`src/rtl/seq_chunk_adder_pkg.sv`:
```
// rtl/seq_chunk_adder_pkg.sv - shared state encoding and default sizes for the chunked adder
package adder_pkg;
    localparam int DEF_WIDTH = 16;
    localparam int DEF_CHUNK = 4;

    typedef enum logic [1:0] {
        IDLE = 2'd0,
        CALC = 2'd1,
        DONE = 2'd2
    } state_t;
endpackage

```
`src/rtl/seq_chunk_adder_if.sv`:
```
// rtl/seq_chunk_adder_if.sv - request/response bundle between a requester and the chunked adder
interface seq_chunk_adder_if #(parameter int WIDTH = adder_pkg::DEF_WIDTH);
    logic             start;
    logic             mode;
    logic [WIDTH-1:0] a;
    logic [WIDTH-1:0] b;
    logic             ci;
    logic             busy;
    logic             done;
    logic [WIDTH-1:0] result;
    logic             cout;
    logic             ovf;

    modport master (output start, mode, a, b, ci,
                    input  busy, done, result, cout, ovf);
    modport slave  (input  start, mode, a, b, ci,
                    output busy, done, result, cout, ovf);
endinterface

```
`src/rtl/seq_chunk_adder_chunk.sv`:
```
// rtl/seq_chunk_adder_chunk.sv - combinational CHUNK-bit adder exposing carry into and out of its MSB
module chunk_adder #(
    parameter int CHUNK = adder_pkg::DEF_CHUNK
) (
    input  logic [CHUNK-1:0] a,
    input  logic [CHUNK-1:0] b,
    input  logic             ci,
    output logic [CHUNK-1:0] s,
    output logic             co,
    output logic             co_msb_in
);
    assign {co, s} = {1'b0, a} + {1'b0, b} + {{CHUNK{1'b0}}, ci};
    // The MSB sum bit is a^b^cin, so the carry into it falls out of the sum.
    assign co_msb_in = a[CHUNK-1] ^ b[CHUNK-1] ^ s[CHUNK-1];
endmodule

```
`src/rtl/seq_chunk_adder.sv`:
```
// rtl/seq_chunk_adder.sv - multi-cycle add/subtract, one CHUNK-bit slice per clock, LS chunk first
module seq_chunk_adder
    import adder_pkg::*;
#(
    parameter int WIDTH = DEF_WIDTH,
    parameter int CHUNK = DEF_CHUNK
) (
    input  logic             clk,
    input  logic             rst_n,
    seq_chunk_adder_if.slave bus
);
    localparam int N     = WIDTH / CHUNK;
    localparam int CNT_W = (N > 1) ? $clog2(N) : 1;

    generate
        if (CHUNK < 1 || WIDTH < CHUNK || (WIDTH % CHUNK) != 0) begin : g_bad_size
            $error("seq_chunk_adder: WIDTH must be a positive multiple of CHUNK");
        end
    endgenerate

    state_t             state;
    logic [CNT_W-1:0]   cnt;
    logic [WIDTH-1:0]   a_r;
    logic [WIDTH-1:0]   b_r;
    logic               c_r;
    logic [WIDTH-1:0]   result_r;
    logic               busy_r;
    logic               done_r;
    logic               cout_r;
    logic               ovf_r;

    logic [CHUNK-1:0]   a_chunk;
    logic [CHUNK-1:0]   b_chunk;
    logic [CHUNK-1:0]   s_chunk;
    logic               co_chunk;
    logic               co_msb_in;

    assign a_chunk = a_r[cnt*CHUNK +: CHUNK];
    assign b_chunk = b_r[cnt*CHUNK +: CHUNK];

    chunk_adder #(.CHUNK(CHUNK)) u_chunk (
        .a         (a_chunk),
        .b         (b_chunk),
        .ci        (c_r),
        .s         (s_chunk),
        .co        (co_chunk),
        .co_msb_in (co_msb_in)
    );

    always_ff @(posedge clk) begin
        if (!rst_n) begin
            state    <= IDLE;
            cnt      <= '0;
            a_r      <= '0;
            b_r      <= '0;
            c_r      <= 1'b0;
            result_r <= '0;
            busy_r   <= 1'b0;
            done_r   <= 1'b0;
            cout_r   <= 1'b0;
            ovf_r    <= 1'b0;
        end else begin
            case (state)
                IDLE: begin
                    done_r <= 1'b0;
                    if (bus.start) begin
                        // Subtract is A + ~B + 1; ci only matters for add.
                        a_r    <= bus.a;
                        b_r    <= bus.mode ? ~bus.b : bus.b;
                        c_r    <= bus.mode ? 1'b1 : bus.ci;
                        cnt    <= '0;
                        busy_r <= 1'b1;
                        state  <= CALC;
                    end
                end
                CALC: begin
                    result_r[cnt*CHUNK +: CHUNK] <= s_chunk;
                    c_r <= co_chunk;
                    if (cnt == CNT_W'(N - 1)) begin
                        cout_r <= co_chunk;
                        ovf_r  <= co_chunk ^ co_msb_in;
                        done_r <= 1'b1;
                        state  <= DONE;
                    end else begin
                        cnt <= cnt + 1'b1;
                    end
                end
                DONE: begin
                    done_r <= 1'b0;
                    busy_r <= 1'b0;
                    state  <= IDLE;
                end
                default: state <= IDLE;
            endcase
        end
    end

    assign bus.busy   = busy_r;
    assign bus.done   = done_r;
    assign bus.result = result_r;
    assign bus.cout   = cout_r;
    assign bus.ovf    = ovf_r;
endmodule

```
`src/flat_wrapper.sv`:
```
// flat-port wrapper written by rule: the top's interface ports become plain ports
module seq_chunk_adder_flat import adder_pkg::*;
#(
    parameter int WIDTH = DEF_WIDTH,
    parameter int CHUNK = DEF_CHUNK
)
  (clk, rst_n, bus_start, bus_mode, bus_a, bus_b, bus_ci, bus_busy, bus_done, bus_result, bus_cout, bus_ovf);
  seq_chunk_adder_if #(.WIDTH(WIDTH)) bus_i ();
  input  logic clk;
  input  logic rst_n;
  input wire logic [$bits(bus_i.start)-1:0] bus_start;
  input wire logic [$bits(bus_i.mode)-1:0] bus_mode;
  input wire logic [$bits(bus_i.a)-1:0] bus_a;
  input wire logic [$bits(bus_i.b)-1:0] bus_b;
  input wire logic [$bits(bus_i.ci)-1:0] bus_ci;
  output wire logic [$bits(bus_i.busy)-1:0] bus_busy;
  output wire logic [$bits(bus_i.done)-1:0] bus_done;
  output wire logic [$bits(bus_i.result)-1:0] bus_result;
  output wire logic [$bits(bus_i.cout)-1:0] bus_cout;
  output wire logic [$bits(bus_i.ovf)-1:0] bus_ovf;
  assign bus_i.start = bus_start;
  assign bus_i.mode = bus_mode;
  assign bus_i.a = bus_a;
  assign bus_i.b = bus_b;
  assign bus_i.ci = bus_ci;
  assign bus_busy = bus_i.busy;
  assign bus_done = bus_i.done;
  assign bus_result = bus_i.result;
  assign bus_cout = bus_i.cout;
  assign bus_ovf = bus_i.ovf;
  seq_chunk_adder #(.WIDTH(WIDTH), .CHUNK(CHUNK)) u_core (.clk(clk), .rst_n(rst_n), .bus(bus_i));
endmodule
```
`config.mk`:
```
export PLATFORM = sky130hd
export DESIGN_NAME = seq_chunk_adder_flat
export DESIGN_NICKNAME = d
export VERILOG_FILES = /design/src/rtl/seq_chunk_adder_pkg.sv /design/src/rtl/seq_chunk_adder_if.sv /design/src/rtl/seq_chunk_adder_chunk.sv /design/src/rtl/seq_chunk_adder.sv /design/src/flat_wrapper.sv
export SDC_FILE = /design/constraint.sdc
export NUM_CORES = 1
export LEC_CHECK = 0
export ABC_CLOCK_PERIOD_IN_PS = 3500
export BUFFER_PORTS_ARGS = -buffer_cell sky130_fd_sc_hd__buf_2
export CORE_AREA = 8 8 81 83
export CTS_CLUSTER_DIAMETER = 120
export DETAILED_ROUTE_END_ITERATION = 7
export DIE_AREA = 0 0 89 91
export PLACE_DENSITY = 0.76
export SKIP_CTS_REPAIR_TIMING = 1
export SLEW_MARGIN = 20
export SYNTH_ARGS = -nofsm -noshare
export SYNTH_HDL_FRONTEND = slang
export SYNTH_SLANG_ARGS = --single-unit
```
`constraint.sdc`:
```
create_clock -name clk -period 3.5 [get_ports clk]
set_input_delay 0.875 -clock clk [delete_from_list [all_inputs] [get_ports clk]]
set_output_delay 0.875 -clock clk [all_outputs]
set_load 0.01 [all_outputs]
```
* Word-level counts from Yosys, hierarchy flattened
Index checks and enable logic that the tools add are counted.
** Storage, ports and cells
- Register bits after elaboration :: 57
- Word-level logic and storage cells :: 55
** Cells by class
- $add $sub $neg :: 4
- Bitwise gates (word level) :: 4
- Reductions and logical operators :: 12
- Eq/ne operators :: 6
- Mux-type cells :: 15
- Shift operators :: 4
** Operators by type and width (count)
- $neg 4->34 :: 1
- $shift 4x34->16 const A :: 1
- $shiftx 4x34->16 :: 1
- $shiftx 16x5->4 :: 2
- $bwmux 16 :: 1
- $mux 16 :: 1
- $not 16->16 :: 1
- $reduce_and 2->1 :: 6
- $mux 2 :: 4
- $pmux 2 s2 :: 2
- $pmux 1 s2 :: 3
- $reduce_bool 2->1 :: 3
- $add 4x4->5 :: 1
- $add 5x1->5 :: 1
- $eq 2x2->1 const B :: 2
- $mux 1 :: 4
- $ne 2x2->1 const B :: 2
- $reduce_and 3->1 :: 1
- $xor 1x1->1 :: 3
- $add 2x1->2 const B :: 1
- $eq 2x1->1 const B :: 1
- $logic_not 2->1 :: 1
- $ne 2x1->1 const B :: 1
- $reduce_or 2->1 :: 1

* Depth between registers and ports, before layout
- Depth after elaboration :: 5
- Gate-level depth with buffers :: 8

* Modules after synthesis
A second synthesis with hierarchy kept.
** Second synthesis, totals
- Cells, all modules :: 281
- Area total of the unflattened synthesis :: 2660.1 um2
** Modules (own cells, without submodules)
- seq_chunk_adder :: area an instance 2518.7 um2, cells an instance 264, sequential area each 1141.1 um2, times used 1
- chunk_adder :: area an instance 141.4 um2, cells an instance 17, sequential area each 0.0 um2, times used 1

* Worst setup path after synthesis
Ideal clock, no wire load.
- Path kind :: register to register
- Start point :: register u_core.cnt[0]
- End point :: register u_core.ovf_r, in the netlist u_core.bus.ovf
- Arrival time :: 2.749 ns
- Cell stages (with the launch flop) :: 9
- Period minus slack after synthesis :: 2.870 ns
- Slack :: 0.630 ns
- Data required time :: 3.379 ns
- Path through :: dfxtp_1 -> buf_2 -> mux4_2 -> fa_1 -> fa_1 -> a21o_1 -> a21oi_1 -> xor2_1 -> a21oi_1
** Between the ends
- Word-level cells in the longest chain between the ends :: 5
** Ends and longest elaborated chain
- start, declared :: line seq_chunk_adder.sv:22 : logic [CNT_W-1:0] cnt;
- start signal, assigned :: line seq_chunk_adder.sv:85 : cnt <= cnt + 1'b1;
- $shiftx 16x5->4, on equally long branches :: line seq_chunk_adder.sv:38, seq_chunk_adder.sv:39
- $add 4x4->5 :: line seq_chunk_adder_chunk.sv:12 : assign {co, s} = {1'b0, a} + {1'b0, b} + {{CHUNK{1'b0}}, ci};
- $add 5x1->5 :: line seq_chunk_adder_chunk.sv:12
- $xor 1x1->1 :: line seq_chunk_adder_chunk.sv:14 : assign co_msb_in = a[CHUNK-1] ^ b[CHUNK-1] ^ s[CHUNK-1];
- $xor 1x1->1 :: line seq_chunk_adder.sv:81 : ovf_r <= co_chunk ^ co_msb_in;
- end signal, assigned :: line seq_chunk_adder.sv:81
- end, declared :: line seq_chunk_adder.sv:30 : logic ovf_r;
Parallel ways exist; a longest one is shown, timed or not.
A chain may end at the register's enable or synchronous reset.

* Worst setup path after layout
Same ends and word-level chain as after synthesis.

==> flow_summary.json <==
{
  "synth-edff-count": 0,
  "pwr-share-clk_pct": 40.3,
  "grt_pass1_vias": 2162,
  "drc_errors": 0,
  "p_leak_uw": 0.00148,
  "start_util_pct": 51.1,
  "peakVddDrop_mv": 0.261,
  "p_total_uw": 1590,
  "path_class": "reg2reg",
  "synth_top_area_cell": "dfxtp_1",
  "num_io_pins": 57,
  "core_area_mm2": 0.00534,
  "syn_area_mm2": 0.00273,
  "critPathCaptureType": "flop",
  "grt_setup_unrepaired": "no",
  "ys_seq_area_share_pct": 41.8,
  "antenna_found_initial": 0,
  "synth-main-ff-cell": "dfxtp_1",
  "fin_util_pct": 61.0,
  "wl_per_cell_um": 15.2,
  "fin_crit_sh_pct": 83.9,
  "ant_nets": 0,
  "diodes": 0,
  "fp.dieW_um": 89,
  "crit_start": "u_core.cnt[0]$_SDFFE_PN0P_",
  "p_comb_share_pct": 14.9,
  "cts_buffers": 9,
  "yosys-top-cells-count": "nand2_1 (61), dfxtp_1 (57), a21boi_1 (17), o211a_1 (17)",
  "gp_congestion": 0.860,
  "area_delta_synth_final_pct": 19.3,
  "seq_power_share_pct": 44.9,
  "syn_avg_cell_area_um2": 9.85,
  "ys_types": 37,
  "setup_viol": 0,
  "max_freq_mhz": 341,
  "tightest_slew_ps": 883,
  "r2r-start": "u_core.cnt[0]$_SDFFE_PN0P_",
  "die-area_mm2": 0.00810,
  "worst_setup_hold_path_clk_slew_ps": 60,
  "maxCapViolations": 0,
  "power_switching_uw": 407,
  "htree_num_levels": 3,
  "syn_inst": 277,
  "synthTopCellsByArea": "dfxtp_1 (42%), nand2_1 (8.4%), mux4_2 (6.6%)",
  "ys_warn_count": 0,
  "vias_per_cell": 5.17,
  "synth_top_area_share_pct": 41.8,
  "synth-seq-cells": 57,
  "swShare_pct": 25.7,
  "yosys.cell_count.top_type": "nand2_1",
  "final_max_slew_viol_count": 0,
  "drt_wl_total_mm": 6.20,
  "nNetsFinal": 378,
  "place_hpwl_mm": 4.37,
  "min_from": "u_core.a_r[5]$_SDFFE_PN0P_",
  "io_buffer_count": 56,
  "critPathLaunchType": "flop",
  "path_max_fanout": 9,
  "async_flop_share_pct": 0,
  "status": "completed",
  "clk_path_buf_depth": 2,
  "core.rowCount": 27,
  "hold_class": "reg2reg",
  "die_y_um": 91,
  "clkSinkCount": 57,
  "setup_tns_ps": 0,
  "cts-root-buf": "clkbuf_8",
  "hold_violations": 0,
  "dr.pass1.iters": 4,
  "syn_nets": 325,
  "overflow": 0,
  "crit_required_ps": 3730,
  "cts_tree": "done",
  "power.density_mw_per_mm2": 488,
  "vias": 2106,
  "grt_pass1_wl_mm": 10.3,
  "clk_latency_ps": 340,
  "max-slew-margin-rel_pct": 41.2,
  "period_needed_ps": 2940,
  "track_usage_pct": 16.3,
  "critPathArrivalTime_ps": 3160,
  "drive_gt1_share_pct": 26.0,
  "drtIter0Drc": 124,
  "skew_ps": 7.68,
  "grt_start_max_net_pins": 61,
  "p_int_uw": 1180
}
-- path summary, 6_finish.rpt --
check | endpoint | cells after the start | slack, ps
hold reg to reg | u_core.a_r[5]$_SDFFE_PN0P_ | 2 | 450
setup reg to reg | u_core.bus.ovf$_SDFFE_PN0P_ | 7 | 560
hold / removal | u_core.a_r[5]$_SDFFE_PN0P_ | 2 | 450
setup / recovery | u_core.bus.ovf$_SDFFE_PN0P_ | 7 | 560
-- power by group through the flow --
stage	clock [µW]	sequential [µW]	combinational, µW
after floorplan	0	717	172
after global placement	0	725	227
after detailed placement	0	726	235
after CTS	649	712	237
after global routing	685	716	259
final	639	712	236
-- through the flow --
stage / std cells / hold WS [ps] / setup WS (ps) / cell area [µm²]
after floorplan: 277 / 432 / 630 / 2730
after global placement: 391 / 441 / 694 / 3050
after detailed placement: 391 / 447 / 571 / 3050
after CTS: 407 / 456 / 552 / 3250
after global routing: 407 / 480 / 441 / 3250
final: 407 / 455 / 563 / 3250
-- cell families (layout without fill, tap and decap cells) --
kind of cell / count (synthesis) / count (layout) / share of synthesized area [%]
simple gates: 99 / 99 / 18.6
compound gates: 65 / 65 / 18.5
flops: 57 / 57 / 41.8
buf+inv: 19 / 77 / 3.12
xor+xnor: 18 / 18 / 5.78
fa+ha+maj: 11 / 11 / 5.59
mux: 8 / 8 / 6.60
-- metal layers --
| layer | global-route usage (%) | routed length [µm] |
|---|---|---|
| met1 | 19.7 | 2750 |
| met2 | 25.2 | 3020 |
| met3 | 5.32 | 319 |
| met4 | 7.91 | 106 |
| met5 | 0 | 0 |
-- placed cells by master, fill, tap and decap left out, types with 3 or more instances in the layout --
master,n
o211a_1,17
nor2b_1,16
dfxtp_1,57
nand2_1,61
xnor2_1,16
a21boi_1,17
a22oi_1,13
nor2_1,6
o21ai_1,4
ha_1,9
nand3_1,3
buf_2,56
nor4_4,3
clkbuf_8,12
a21oi_1,6
mux4_2,8
-- state kept, by name (all words and copies together), names as in the netlist --
signal and flops:
u_core.a_r 16, u_core.b_r 16, u_core.bus.busy 1, u_core.bus.cout 1, u_core.bus.done 1, u_core.bus.ovf 1
u_core.bus.result 16, u_core.c_r 1, u_core.cnt 2, u_core.state 2
-- area by class of cell --
| cell class | instances | area (µm²) |
|---|---|---|
| Clock inverter | 2 | 35.0 |
| Tap cell | 72 | 90.1 |
| Clock buffer | 14 | 173 |
| Fill cell | 495 | 2080 |
| Sequential cell | 57 | 1140 |
| Inverter | 3 | 11.3 |
| Multi-Input combinational cell | 201 | 1510 |
| Timing Repair Buffer | 58 | 295 |
-- worst max-delay path, cell delays in order (launching register included) --
cell and delay (ps):
dfxtp_1 600, mux4_2 590, fa_1 470, fa_1 430
a21o_1 200, a21oi_1 270, xor2_1 180, a21oi_1 80
(Power assumes the default switching activity.)
